`config.mk`:
```
export PLATFORM = sky130hd
export DESIGN_NAME = spi_word_tx
export DESIGN_NICKNAME = d
export VERILOG_FILES = /design/src/rtl/spi_pkg.sv /design/src/rtl/piso_shift_register.sv /design/src/rtl/spi_word_tx.sv
export SDC_FILE = /design/constraint.sdc
export NUM_CORES = 1
export LEC_CHECK = 0
export CAP_MARGIN = 20
export CORE_UTILIZATION = 40
export DETAILED_ROUTE_END_ITERATION = 6
export SYNTH_ARGS = -nofsm -noshare
export SYNTH_HDL_FRONTEND = slang
export SYNTH_SLANG_ARGS = --single-unit
```
`constraint.sdc`:
```
create_clock -name clk_i -period 3.7 [get_ports clk_i]
set_input_delay 0.74 -clock clk_i [delete_from_list [all_inputs] [get_ports clk_i]]
set_output_delay 0.74 -clock clk_i [all_outputs]
set_load 0.005 [all_outputs]
```
`src/rtl/spi_pkg.sv`:
```
// spi_pkg
//   Shared definitions for the VoSPI master SPI blocks (transmit and receive).
//   - spi_state_e : frame sequencer states
//   - SPI_CPOL / SPI_CPHA : SPI mode 3 (clock idles high, data sampled on the
//     rising edge, which is the trailing edge of each clock pulse)
//   - sclk_level() : SCLK level for the idle/high phase or the low phase
package spi_pkg;

   typedef enum logic [1:0] {
      ST_IDLE  = 2'd0,
      ST_SETUP = 2'd1,
      ST_SHIFT = 2'd2,
      ST_HOLD  = 2'd3
   } spi_state_e;

   localparam logic SPI_CPOL = 1'b1;
   localparam logic SPI_CPHA = 1'b1;

   // SCLK sits at the CPOL level except during the active (low) half-period.
   function automatic logic sclk_level(input logic active_phase);
      return active_phase ? ~SPI_CPOL : SPI_CPOL;
   endfunction

endpackage

```
`src/rtl/piso_shift_register.sv`:
```
// piso_shift_register
//   Parallel-in, serial-out shift register, MSB first.
//   Ports:
//     clk_i      system clock, rising edge
//     reset_n_i  synchronous active-low reset, clears the register
//     load_i     load data_i (has priority over shift_i)
//     data_i     parallel word
//     shift_i    shift left by one, zero fill
//     serial_o   current MSB (directly from the register)
module piso_shift_register #(
   parameter int width_p = 16
) (
   input  logic               clk_i,
   input  logic               reset_n_i,
   input  logic               load_i,
   input  logic [width_p-1:0] data_i,
   input  logic               shift_i,
   output logic               serial_o
);

   logic [width_p-1:0] shift_q;

   always_ff @(posedge clk_i) begin
      if (!reset_n_i) begin
         shift_q <= '0;
      end else if (load_i) begin
         shift_q <= data_i;
      end else if (shift_i) begin
         shift_q <= {shift_q[width_p-2:0], 1'b0};
      end
   end

   assign serial_o = shift_q[width_p-1];

endmodule

```
`src/rtl/spi_word_tx.sv`:
```
// spi_word_tx
//   SPI mode 3 word transmitter: one width_p-bit word per CS_N frame, MSB first.
//   Handshake: a word is accepted on a rising clk_i edge where valid_i and
//   ready_o are both high; ready_o is high only while idle, valid_i at any
//   other time is ignored and nothing is queued.
//   Ports:
//     clk_i, reset_n_i  clock, synchronous active-low reset
//     data_i, valid_i   word to send and its valid strobe
//     ready_o           idle, can accept a word
//     sclk_o            SPI clock, idles high
//     mosi_o            serial data, 0 outside the SETUP..HOLD window
//     cs_n_o            chip select, active low
//     busy_o            frame in progress
//     done_o            one-cycle pulse in the first idle cycle after a frame
//   Frame: SETUP (clk_div_p) -> SHIFT (2*clk_div_p per bit) -> HOLD (clk_div_p).
//   All outputs come straight from flops, computed from the next state.
module spi_word_tx
   import spi_pkg::*;
#(
   parameter int width_p   = 16,
   parameter int clk_div_p = 4
) (
   input  logic               clk_i,
   input  logic               reset_n_i,
   input  logic [width_p-1:0] data_i,
   input  logic               valid_i,
   output logic               ready_o,
   output logic               sclk_o,
   output logic               mosi_o,
   output logic               cs_n_o,
   output logic               busy_o,
   output logic               done_o
);

   localparam int PHASE_W = (clk_div_p > 1) ? $clog2(clk_div_p) : 1;
   localparam int BIT_W   = $clog2(width_p + 1);
   localparam logic [PHASE_W-1:0] PHASE_LAST = PHASE_W'(clk_div_p - 1);
   localparam logic [BIT_W-1:0]   BIT_LAST   = BIT_W'(width_p - 1);

   spi_state_e         state_q, state_d;
   logic [PHASE_W-1:0] phase_q, phase_d;
   logic [BIT_W-1:0]   bit_cnt_q, bit_cnt_d;
   logic               high_q, high_d;     // 0: SCLK low half, 1: high half
   logic               done_d;
   logic               sclk_q, cs_n_q, ready_q, busy_q, done_q;

   logic               accept;
   logic               phase_last;
   logic               sr_load, sr_shift;
   logic [width_p:0]   sr_load_word;

   assign accept     = valid_i && ready_q;
   assign phase_last = (phase_q == PHASE_LAST);

   // The shift register carries one extra zero guard bit above the word, so
   // MOSI is 0 during SETUP; the first shift (end of SETUP) exposes the MSB,
   // and each later shift happens at the end of a bit's high phase. The last
   // bit is not shifted out so MOSI holds data[0] through HOLD, and leaving
   // HOLD reloads zero so MOSI idles low.
   always_comb begin
      state_d      = state_q;
      phase_d      = phase_q;
      bit_cnt_d    = bit_cnt_q;
      high_d       = high_q;
      done_d       = 1'b0;
      sr_load      = 1'b0;
      sr_shift     = 1'b0;
      sr_load_word = {1'b0, data_i};

      case (state_q)
         ST_IDLE: begin
            if (accept) begin
               state_d   = ST_SETUP;
               phase_d   = '0;
               bit_cnt_d = '0;
               high_d    = 1'b0;
               sr_load   = 1'b1;
            end
         end
         ST_SETUP: begin
            if (phase_last) begin
               state_d  = ST_SHIFT;
               phase_d  = '0;
               high_d   = 1'b0;
               sr_shift = 1'b1;
            end else begin
               phase_d = phase_q + 1'b1;
            end
         end
         ST_SHIFT: begin
            if (phase_last) begin
               phase_d = '0;
               if (!high_q) begin
                  high_d = 1'b1;
               end else begin
                  high_d    = 1'b0;
                  bit_cnt_d = bit_cnt_q + 1'b1;
                  if (bit_cnt_q == BIT_LAST) begin
                     state_d = ST_HOLD;
                  end else begin
                     sr_shift = 1'b1;
                  end
               end
            end else begin
               phase_d = phase_q + 1'b1;
            end
         end
         ST_HOLD: begin
            if (phase_last) begin
               state_d      = ST_IDLE;
               phase_d      = '0;
               done_d       = 1'b1;
               sr_load      = 1'b1;
               sr_load_word = '0;
            end else begin
               phase_d = phase_q + 1'b1;
            end
         end
         default: state_d = ST_IDLE;
      endcase
   end

   always_ff @(posedge clk_i) begin
      if (!reset_n_i) begin
         state_q   <= ST_IDLE;
         phase_q   <= '0;
         bit_cnt_q <= '0;
         high_q    <= 1'b0;
         sclk_q    <= SPI_CPOL;
         cs_n_q    <= 1'b1;
         ready_q   <= 1'b1;
         busy_q    <= 1'b0;
         done_q    <= 1'b0;
      end else begin
         state_q   <= state_d;
         phase_q   <= phase_d;
         bit_cnt_q <= bit_cnt_d;
         high_q    <= high_d;
         sclk_q    <= sclk_level((state_d == ST_SHIFT) && !high_d);
         cs_n_q    <= (state_d == ST_IDLE);
         ready_q   <= (state_d == ST_IDLE);
         busy_q    <= (state_d != ST_IDLE);
         done_q    <= done_d;
      end
   end

   piso_shift_register #(
      .width_p (width_p + 1)
   ) u_piso (
      .clk_i     (clk_i),
      .reset_n_i (reset_n_i),
      .load_i    (sr_load),
      .data_i    (sr_load_word),
      .shift_i   (sr_shift),
      .serial_o  (mosi_o)
   );

   assign sclk_o  = sclk_q;
   assign cs_n_o  = cs_n_q;
   assign ready_o = ready_q;
   assign busy_o  = busy_q;
   assign done_o  = done_q;

endmodule

```
After elaboration in Yosys (flattened, before gate mapping)
Index checks and enable logic that the tools add are counted.
{"block": "word_totals", "ff_bits": 31, "input_bits": 19, "output_inout_bits": 6}
{"block": "op_classes", "addsub": 2, "n_eq_ne": 9, "n_mux": 31, "n_reduce_logical": 11}
{"operator": "$mux 17", "count": 2}
{"operator": "$mux 16", "count": 2}
{"operator": "$mux 2", "count": 8}
{"operator": "$mux 5", "count": 3}
{"operator": "$mux 1", "count": 10}
{"operator": "$pmux 5 s2", "count": 1}
{"operator": "$eq 2x2->1 const B", "count": 4}
{"operator": "$pmux 2 s4", "count": 1}
{"operator": "$ne 2x2->1 const B", "count": 3}
{"operator": "$reduce_bool 2->1", "count": 3}
{"operator": "$add 5x1->5 const B", "count": 1}
{"operator": "$eq 5x4->1 const B", "count": 1}
{"operator": "$logic_not 2->1", "count": 2}
{"operator": "$pmux 1 s2", "count": 2}
{"operator": "$pmux 2 s2", "count": 1}
{"operator": "$reduce_and 4->1", "count": 1}
{"operator": "$pmux 1 s3", "count": 1}
{"operator": "$reduce_or 3->1", "count": 1}
{"operator": "$add 2x1->2 const B", "count": 1}
{"operator": "$eq 2x1->1 const B", "count": 1}
{"operator": "$logic_and 1x1->1", "count": 2}
{"operator": "$reduce_and 2->1", "count": 1}
{"operator": "$logic_not 1->1", "count": 1}

Logic depth before layout (Yosys ltp)
Gate-level depths: netlist of run 1.
{"block": "logic_depth", "word_depth": 8, "mapped_depth": 9, "ltp_nobuf": 7}

Hierarchy
Synthesis of run 1 repeated with hierarchy kept, for this count alone.
{"block": "unflattened", "cells_unflattened": 178, "area_unflattened_um2": 1791.7}
{"module": "piso_shift_register", "n_inst": 1, "cells_per_inst": 75, "area_each_um2": 898.4, "seq_area_each_um2": 340.3}
{"module": "spi_word_tx", "n_inst": 1, "cells_per_inst": 103, "area_each_um2": 893.4, "seq_area_each_um2": 280.3}

Least setup slack after synthesis of run 1
No wires, ideal clock.
{"block": "synth_path", "path_type": "reg-to-reg", "start": "reg bit_cnt_q[0]", "end": "reg u_piso.shift_q[10]", "setup_ps": 70, "t_arrival_ps": 1670, "t_required_ps": 3630, "setup_slack_ps": 1960, "stages_incl_launch_ff": 9, "path_buffers": 1, "synth_period_minus_slack_ps": 1740, "path_cell_list": "dfxtp_1 ha_1 and3_1 ha_1 and3b_4 o211a_4 buf_6 a22oi_1 a21boi_1"}
{"block": "synth_between", "elab_chain_cells": 6}
{"element": "start: declaration", "line": "spi_word_tx.sv:42", "source": "logic [BIT_W-1:0] bit_cnt_q, bit_cnt_d;"}
{"element": "start signal: assignment", "line": "spi_word_tx.sv:137", "source": "bit_cnt_q <= bit_cnt_d;"}
{"element": "$eq 5x4->1", "line": "spi_word_tx.sv:98", "source": "if (bit_cnt_q == BIT_LAST) begin"}
{"element": "$mux 1", "line": "spi_word_tx.sv:98"}
{"element": "$mux 1", "line": "spi_word_tx.sv:93", "source": "if (!high_q) begin"}
{"element": "$mux 1", "line": "spi_word_tx.sv:91", "source": "if (phase_last) begin"}
{"element": "$pmux 1 s2", "line": "spi_word_tx.sv:70", "source": "case (state_q)"}
{"element": "$reduce_bool 2->1 (no source line)"}
{"element": "end signal: assignment", "line": "piso_shift_register.sv:27", "source": "shift_q <= data_i;"}
{"element": "end signal: assignment", "line": "piso_shift_register.sv:29", "source": "shift_q <= {shift_q[width_p-2:0], 1'b0};"}
{"element": "end: declaration", "line": "piso_shift_register.sv:21", "source": "logic [width_p-1:0] shift_q;"}
Every way passes these cells.
A chain may end at the register's enable or synchronous reset.

Worst setup path in the final report of run 1
{"block": "layout_path", "start": "in valid_i", "end": "reg u_piso.shift_q[6]"}
{"block": "layout_between", "elab_chain_cells": 4, "word_cells_on_any_way": 5, "cone_classes": "3 x mux; 2 x reduce/logical"}
{"element": "start: declaration", "line": "spi_word_tx.sv:26", "source": "input logic valid_i,"}
{"element": "$logic_and 1x1->1 (*)", "line": "spi_word_tx.sv:52", "source": "assign accept = valid_i && ready_q;"}
{"element": "$mux 1 (*)", "line": "spi_word_tx.sv:72", "source": "if (accept) begin"}
{"element": "$pmux 1 s2 (*)", "line": "spi_word_tx.sv:70"}
{"element": "$mux 17 or $reduce_bool 2->1 (tied branches)"}
Every way passes the cells marked *; elsewhere a longest branch is shown, timed or not.

==> flow_summary.toml, run 1 <==
[finish]
area.growth.synth_to_final_pct = 21.2
antennaDiodeCount = 0
layout.cells.most_common_list = "dfxtp_1, clkdlybuf4s50_1, nand3_1"
final_cells = 230
mostFrequentLayoutCell = "dfxtp_1"
utilization_of_the_core_after_routing_pct = 51.5
final_layout_size_suffix_gt1_share_pct = 11.0
final_nets = 208

[synthesis]
synth.ff_latch_count = 31
dominantRegCellSynth = "dfxtp_1"
synth.yosys.seq_area_share_pct = 39.0
postSynthNetCount = 187
syn-mean-instance-area_um2 = 9.94
synthesis.area_mm2 = 0.00159
postSynthCellCount = 160
synth_warnings = 0
async_reset_ff_share_pct = 0
count_of_unique_library_cells_instantiated_by_yosys = 42
synth_edf_count = 0

[power_and_ir_drop]
switching_power_mw = 0.209
power.ir.vdd_worst_uv = 256
power.density_cell_area_mw_per_mm2 = 441
p_sw_share_pct = 24.5
design_power_mw = 0.850
pwr-share-clk_pct = 40.0
p_int_mw = 0.642
power.sequential.fraction_pct = 43.6
share_comb_of_total_power_pct = 16.3
leakagePower_nw = 0.733

[clock_tree]
cts.root.buffer_cell = "clkbuf_8"
clkSinkCount = 31
tritoncts.num_buffers = 5
worstSkewPairLatency_ns = 0.28
cts.path.max_buffers = 2
cts.repair.resized = 0
path_clk_slew_ns = 0.06
cts-hold-fix-buffers = 0
cts.htree.levels = 2
post_cts.repair.setup_buffers = 0
tritoncts_clock_tree = "yes"

[global_routing]
first_global_vias = 1194
maximum_number_of_pins_on_one_net_before_global_route_repair = 28
met2_usage_pct = 27.1
globalRouteMet1Util_pct = 20.1
grt-busiest-layer = "met2"
grt_remaining_overflow = 0
grt_first_pass_wirelength_um = 5310
grt_usage_pct = 16.6
antenna_found_initial = 0
met3_usage_pct = 4.23

[sta]
max_slew_margin_pct = 46.5
clock-skew-final_ns = 0.00529
setup_violations = 0
number_of_max_slew_violations_in_the_final_report = 0
fmaxAchievable_ghz = 0.451
setup_repair_after_global_routing_missed_its_margin = "no"
hold_violations = 0
layout_worst_path_cycle_share_pct = 59.9
fin_tns_setup_ns = 0
timing.final.crit_period_ns = 2.22
timing_worst_slew_pin_value_ns = 0.799

[floorplanning]
io-pin-count = 25
start_util_pct = 42.5
die_y_um = 65.1
number_of_rows_created_at_floorplan = 22
placeableCoreArea_mm2 = 0.00374
die-width_um = 65.1
die_area_mm2 = 0.00423

[setup_path]
startpoint_type = "input port"
crit_path_end_kind = "register"
critical_path_required_ns = 3.90
crit_type = "in2reg"
critPathArrivalTime_ns = 2.42
critical_path_peak_fanout = 16

[status]
outcome = "completed"

[detailed_routing]
drt-pass1-iter-count = 4
drc = 0
drtIter0Drc = 66
via_count = 1229
drt_wl_total_um = 3100
viasPerCell = 5.34
wl_per_cell_um = 13.5
detail-route-antenna-nets = 0

[worst_hold_path]
timing.hold.worst.class = "reg2reg"

[placement]
number_of_cells_in_the_design_after_placement = 222
io_buffers = 24
dp_wirelength_um = 2120
place.gp.congestion = 0.741

[run]
drv_cap = 0
[logic make-up after synthesis]
family	count (synthesis)	share of synthesized area, %
buf+inv	16	6.45
xor+xnor	2	1.10
simple gates	51	20.1
mux	3	1.89
flops	31	39.0
compound gates	49	25.2
fa+ha+maj	8	6.29
[path summary, 6_finish.rpt]
path	to	depth (start not counted)	slack, ns	startpoint
hold / removal	u_piso.shift_q[16]	2	0.45	u_piso.shift_q[15]
setup reg to reg	u_piso.shift_q[6]	6	1.70	state_q[1]
setup / recovery	u_piso.shift_q[6]	5	1.48	valid_i
hold reg to reg	u_piso.shift_q[16]	2	0.45	u_piso.shift_q[15]
[worst max-delay path, stage by stage]
cell             delay [ns]
clkdlybuf4s50_1        0.56
nand3_2                0.16
nor3b_4                0.61
a22oi_1                0.13
a21boi_0               0.21
[power groups by stage]
stage	registers (mW)	clock network [mW]	logic (mW)
floorplan	0.376	0	0.102
global placement	0.378	0	0.137
detailed placement	0.379	0	0.140
CTS	0.371	0.350	0.141
global route	0.374	0.365	0.154
finish	0.371	0.340	0.139
[sequential cells by signal, indices dropped and copies added (netlist names)]
register        count
bit_cnt_q           5
ready_o             1
high_q              1
sclk_o              1
u_piso.shift_q     17
phase_q             2
state_q             2
busy_o              1
done_o              1
[cells in the mapped netlist (2+ instances only)]
cell type / count / area, µm²
buf_4: 2 / 15.0
and3_1: 2 / 12.5
and2_1: 3 / 18.8
nand3_1: 18 / 90.1
inv_1: 6 / 22.5
a21boi_1: 10 / 75.1
buf_2: 2 / 10.0
ha_1: 8 / 100
mux2i_1: 3 / 30.0
xnor2_1: 2 / 17.5
a21boi_0: 7 / 52.6
nand2_1: 5 / 18.8
nor2b_1: 7 / 43.8
o21ai_0: 5 / 25.0
clkbuf_1: 2 / 7.51
buf_6: 3 / 33.8
nor2_1: 4 / 15.0
a22oi_1: 16 / 120
dfxtp_1: 31 / 621
a21boi_2: 2 / 22.5
[cell type report]
cell class / count / area (µm²)
multi-input cells: 113 / 867
well taps: 48 / 60.1
clock inverters: 2 / 35.0
flip-flops and latches: 31 / 621
inverters: 6 / 22.5
fillers: 360 / 1820
repair buffers: 24 / 240
clock buffers: 6 / 82.6
[routing by layer]
layer / vias to the layer above / wire length, µm / part of all wire, %
met4: 0 / 59 / 1.9
met1: 576 / 1500 / 48
met2: 26 / 1420 / 46
li1: 621 / - / -
met3: 6 / 126 / 4.1
met5: - / 0 / 0
[through the flow]
stage | setup WS, ns | hold WS (ns) | area (µm²)
finish | 1.48 | 0.452 | 1930
global route | 1.33 | 0.493 | 1930
CTS | 1.49 | 0.458 | 1930
detailed placement | 1.18 | 0.449 | 1810
global placement | 1.25 | 0.439 | 1810
floorplan | 1.96 | 0.431 | 1590
(Power assumes the default switching activity.)
==> inputs of run 2 (changes only) <==
==> constraint.sdc (replaced) <==
create_clock -name clk_i -period 2.2 [get_ports clk_i]
set_input_delay 0.44 -clock clk_i [delete_from_list [all_inputs] [get_ports clk_i]]
set_output_delay 0.44 -clock clk_i [all_outputs]
set_load 0.005 [all_outputs]
==> run 2 against run 1 <==
Clock power is 68% higher. First-iteration DRC count is 7.6% lower. Utilization rose by 0.60 points. Critical endpoint is now u_piso.shift_q[4]. Sequential power rose by 68%. Wire length is 2.4% higher. Design area up 1.2%. Die area unchanged. Largest cell class unchanged. Setup slack worse by 1.2 ns.
==> flow_summary.toml, run 2 (synthesized netlist as in run 1, its figures left out) <==
[placement]
place.gp.congestion = 0.767
io_buffers = 24
dpl_cell_area_mm2 = 0.00183
dp_wirelength_um = 2210

[setup_path]
worst_r2r_endpoint = "u_piso.shift_q[4]"
timing.critical_path.buf_inv = 0
worst_r2r_path_depth = 7
register_to_register_setup_slack_ns = 0.27
worst_path_max_delay_cell = "dfxtp_1"
critical_path_required_ns = 2.40
cp_common_cell = "ha_1"
rr_startpoint = "bit_cnt_q[0]"
slowest_delay_ns = 0.34
critical_path_peak_fanout = 16
startpoint_type = "register"
crit_path_cell_trace = "ha_1, and3_1, ha_1, and3b_4, o211a_4, a22oi_1, a21boi_0"
critPathArrivalTime_ns = 2.12
crit_type = "reg2reg"
crit_path_end_kind = "register"
crit_family = "compound AO/OA/AOI/OAI gates"

[power_and_ir_drop]
power.sequential.fraction_pct = 43.5
leakagePower_nw = 0.748
share_comb_of_total_power_pct = 16.8
p_sw_share_pct = 24.6
power.density_cell_area_mw_per_mm2 = 738
p_int_mw = 1.08
switching_power_mw = 0.354
power.ir.vdd_worst_uv = 361
pwr-share-clk_pct = 39.8

[sta]
fin_hold_ws_ns = 0.451
number_of_max_slew_violations_in_the_final_report = 0
layout_worst_path_cycle_share_pct = 87.6
clock-skew-final_ns = 0.00630
timing.final.crit_period_ns = 1.93
max_slew_margin_pct = 67.1
setup_repair_after_global_routing_missed_its_margin = "no"
setup_violations = 0
timing_worst_slew_pin_value_ns = 0.491
fmaxAchievable_ghz = 0.519
fin_tns_setup_ns = 0
hold_violations = 0

[finish]
layout.cells.most_common_list = "dfxtp_1, clkdlybuf4s50_1, nand3_1"
area.growth.synth_to_final_pct = 22.7
mostFrequentLayoutCell = "dfxtp_1"
utilization_of_the_core_after_routing_pct = 52.1
final_nets = 211
final_area_mm2 = 0.00195
multiInputGateArea_um2 = 867
final_layout_size_suffix_gt1_share_pct = 12.4
fillCellCount = 367
top_regs = "u_piso.shift_q: 17 flops, bit_cnt_q: 5 flops"
register_with_the_highest_flop_count = "u_piso.shift_q"
largest_reg_flops = 17
flip_flop_and_latch_area_um2 = 621
antennaDiodeCount = 0

[floorplanning]
io-pin-count = 25
die_area_mm2 = 0.00423
number_of_rows_created_at_floorplan = 22
die_y_um = 65.1
start_util_pct = 42.5
placeableCoreArea_mm2 = 0.00374
die-width_um = 65.1

[run]
drv_cap = 0

[detailed_routing]
viasPerCell = 5.33
drt_wl_total_um = 3180
wl_per_cell_um = 13.6
drtIter0Drc = 61
drc = 0
via_count = 1241
drt-pass1-iter-count = 4
detail-route-antenna-nets = 0

[clock_tree]
tritoncts.num_buffers = 5
tritoncts_clock_tree = "yes"
cts.htree.levels = 2
path_clk_slew_ns = 0.07
cts.path.max_buffers = 2
clkSinkCount = 31
cts.repair.resized = 0
post_cts.repair.setup_buffers = 0
cts-hold-fix-buffers = 0
worstSkewPairLatency_ns = 0.28
cts.root.buffer_cell = "clkbuf_8"

[global_routing]
grt_usage_pct = 16.9
maximum_number_of_pins_on_one_net_before_global_route_repair = 18
first_global_vias = 1189
antenna_found_initial = 0
grt_first_pass_wirelength_um = 5380
grt_remaining_overflow = 0

[worst_hold_path]
hold_path_startpoint = "u_piso.shift_q[15]"
number_of_instances_on_the_worst_hold_path = 2
timing.hold.worst.class = "reg2reg"
worst_hold_path.endpoint = "u_piso.shift_q[16]"

[status]
outcome = "completed"
==> run 2: changes by cell type in the layout (fill, tap and decap cells not counted), sizes merged <==
cell / delta
buf: +3
==> run 2: how the worst max path moves through the flow <==
stage,depth (start not counted),start,end,slack [ns]
2_1_floorplan,8,bit_cnt_q[0],u_piso.shift_q[10],0.46
3_3_place_gp,5,valid_i,u_piso.shift_q[0],0.28
3_5_place_dp,6,valid_i,u_piso.shift_q[7],0.24
4_1_cts,7,bit_cnt_q[0],u_piso.shift_q[4],0.25
5_1_grt,7,bit_cnt_q[0],u_piso.shift_q[4],0.09
6_report,7,bit_cnt_q[0],u_piso.shift_q[4],0.27
==> run 2: through the flow <==
stage               instances  total power [mW]  setup slack [ns]
floorplan                 160             0.803             0.460
detailed placement        225             0.879             0.242
global placement          225             0.872             0.282
CTS                       233              1.46             0.251
global route              233              1.51            0.0944
finish                    233              1.44             0.273
==> run 2: routing by layer <==
metal | wire length (µm) | global-route usage [%]
met2 | 1490 | 28.4
met1 | 1510 | 20.0
met5 | 0 | 0
met3 | 138 | 5.46
met4 | 42 | 5.71
==> run 2: cell type report <==
| type | instances | area share, % |
|---|---|---|
| clock inverter | 2 | 1.80 |
| sequential | 31 | 31.8 |
| timing repair buffer | 27 | 13.5 |
| tap | 48 | 3.08 |
| inverter | 6 | 1.15 |
| clock buffer | 6 | 4.23 |
| multi-input combinational | 113 | 44.5 |
==> run 2: power groups by stage <==
stage | registers [mW] | logic (mW) | clock network, mW
5_1_grt | 0.631 | 0.267 | 0.613
3_5_place_dp | 0.638 | 0.242 | 0
2_1_floorplan | 0.632 | 0.171 | 0
4_1_cts | 0.625 | 0.244 | 0.588
3_3_place_gp | 0.636 | 0.236 | 0
6_report | 0.625 | 0.241 | 0.572
==> run 2: tightest hold or removal path: stages, from the launching register on <==
cell	delay (ns)
dfxtp_1	0.31
nand2_1	0.05
a21boi_1	0.05
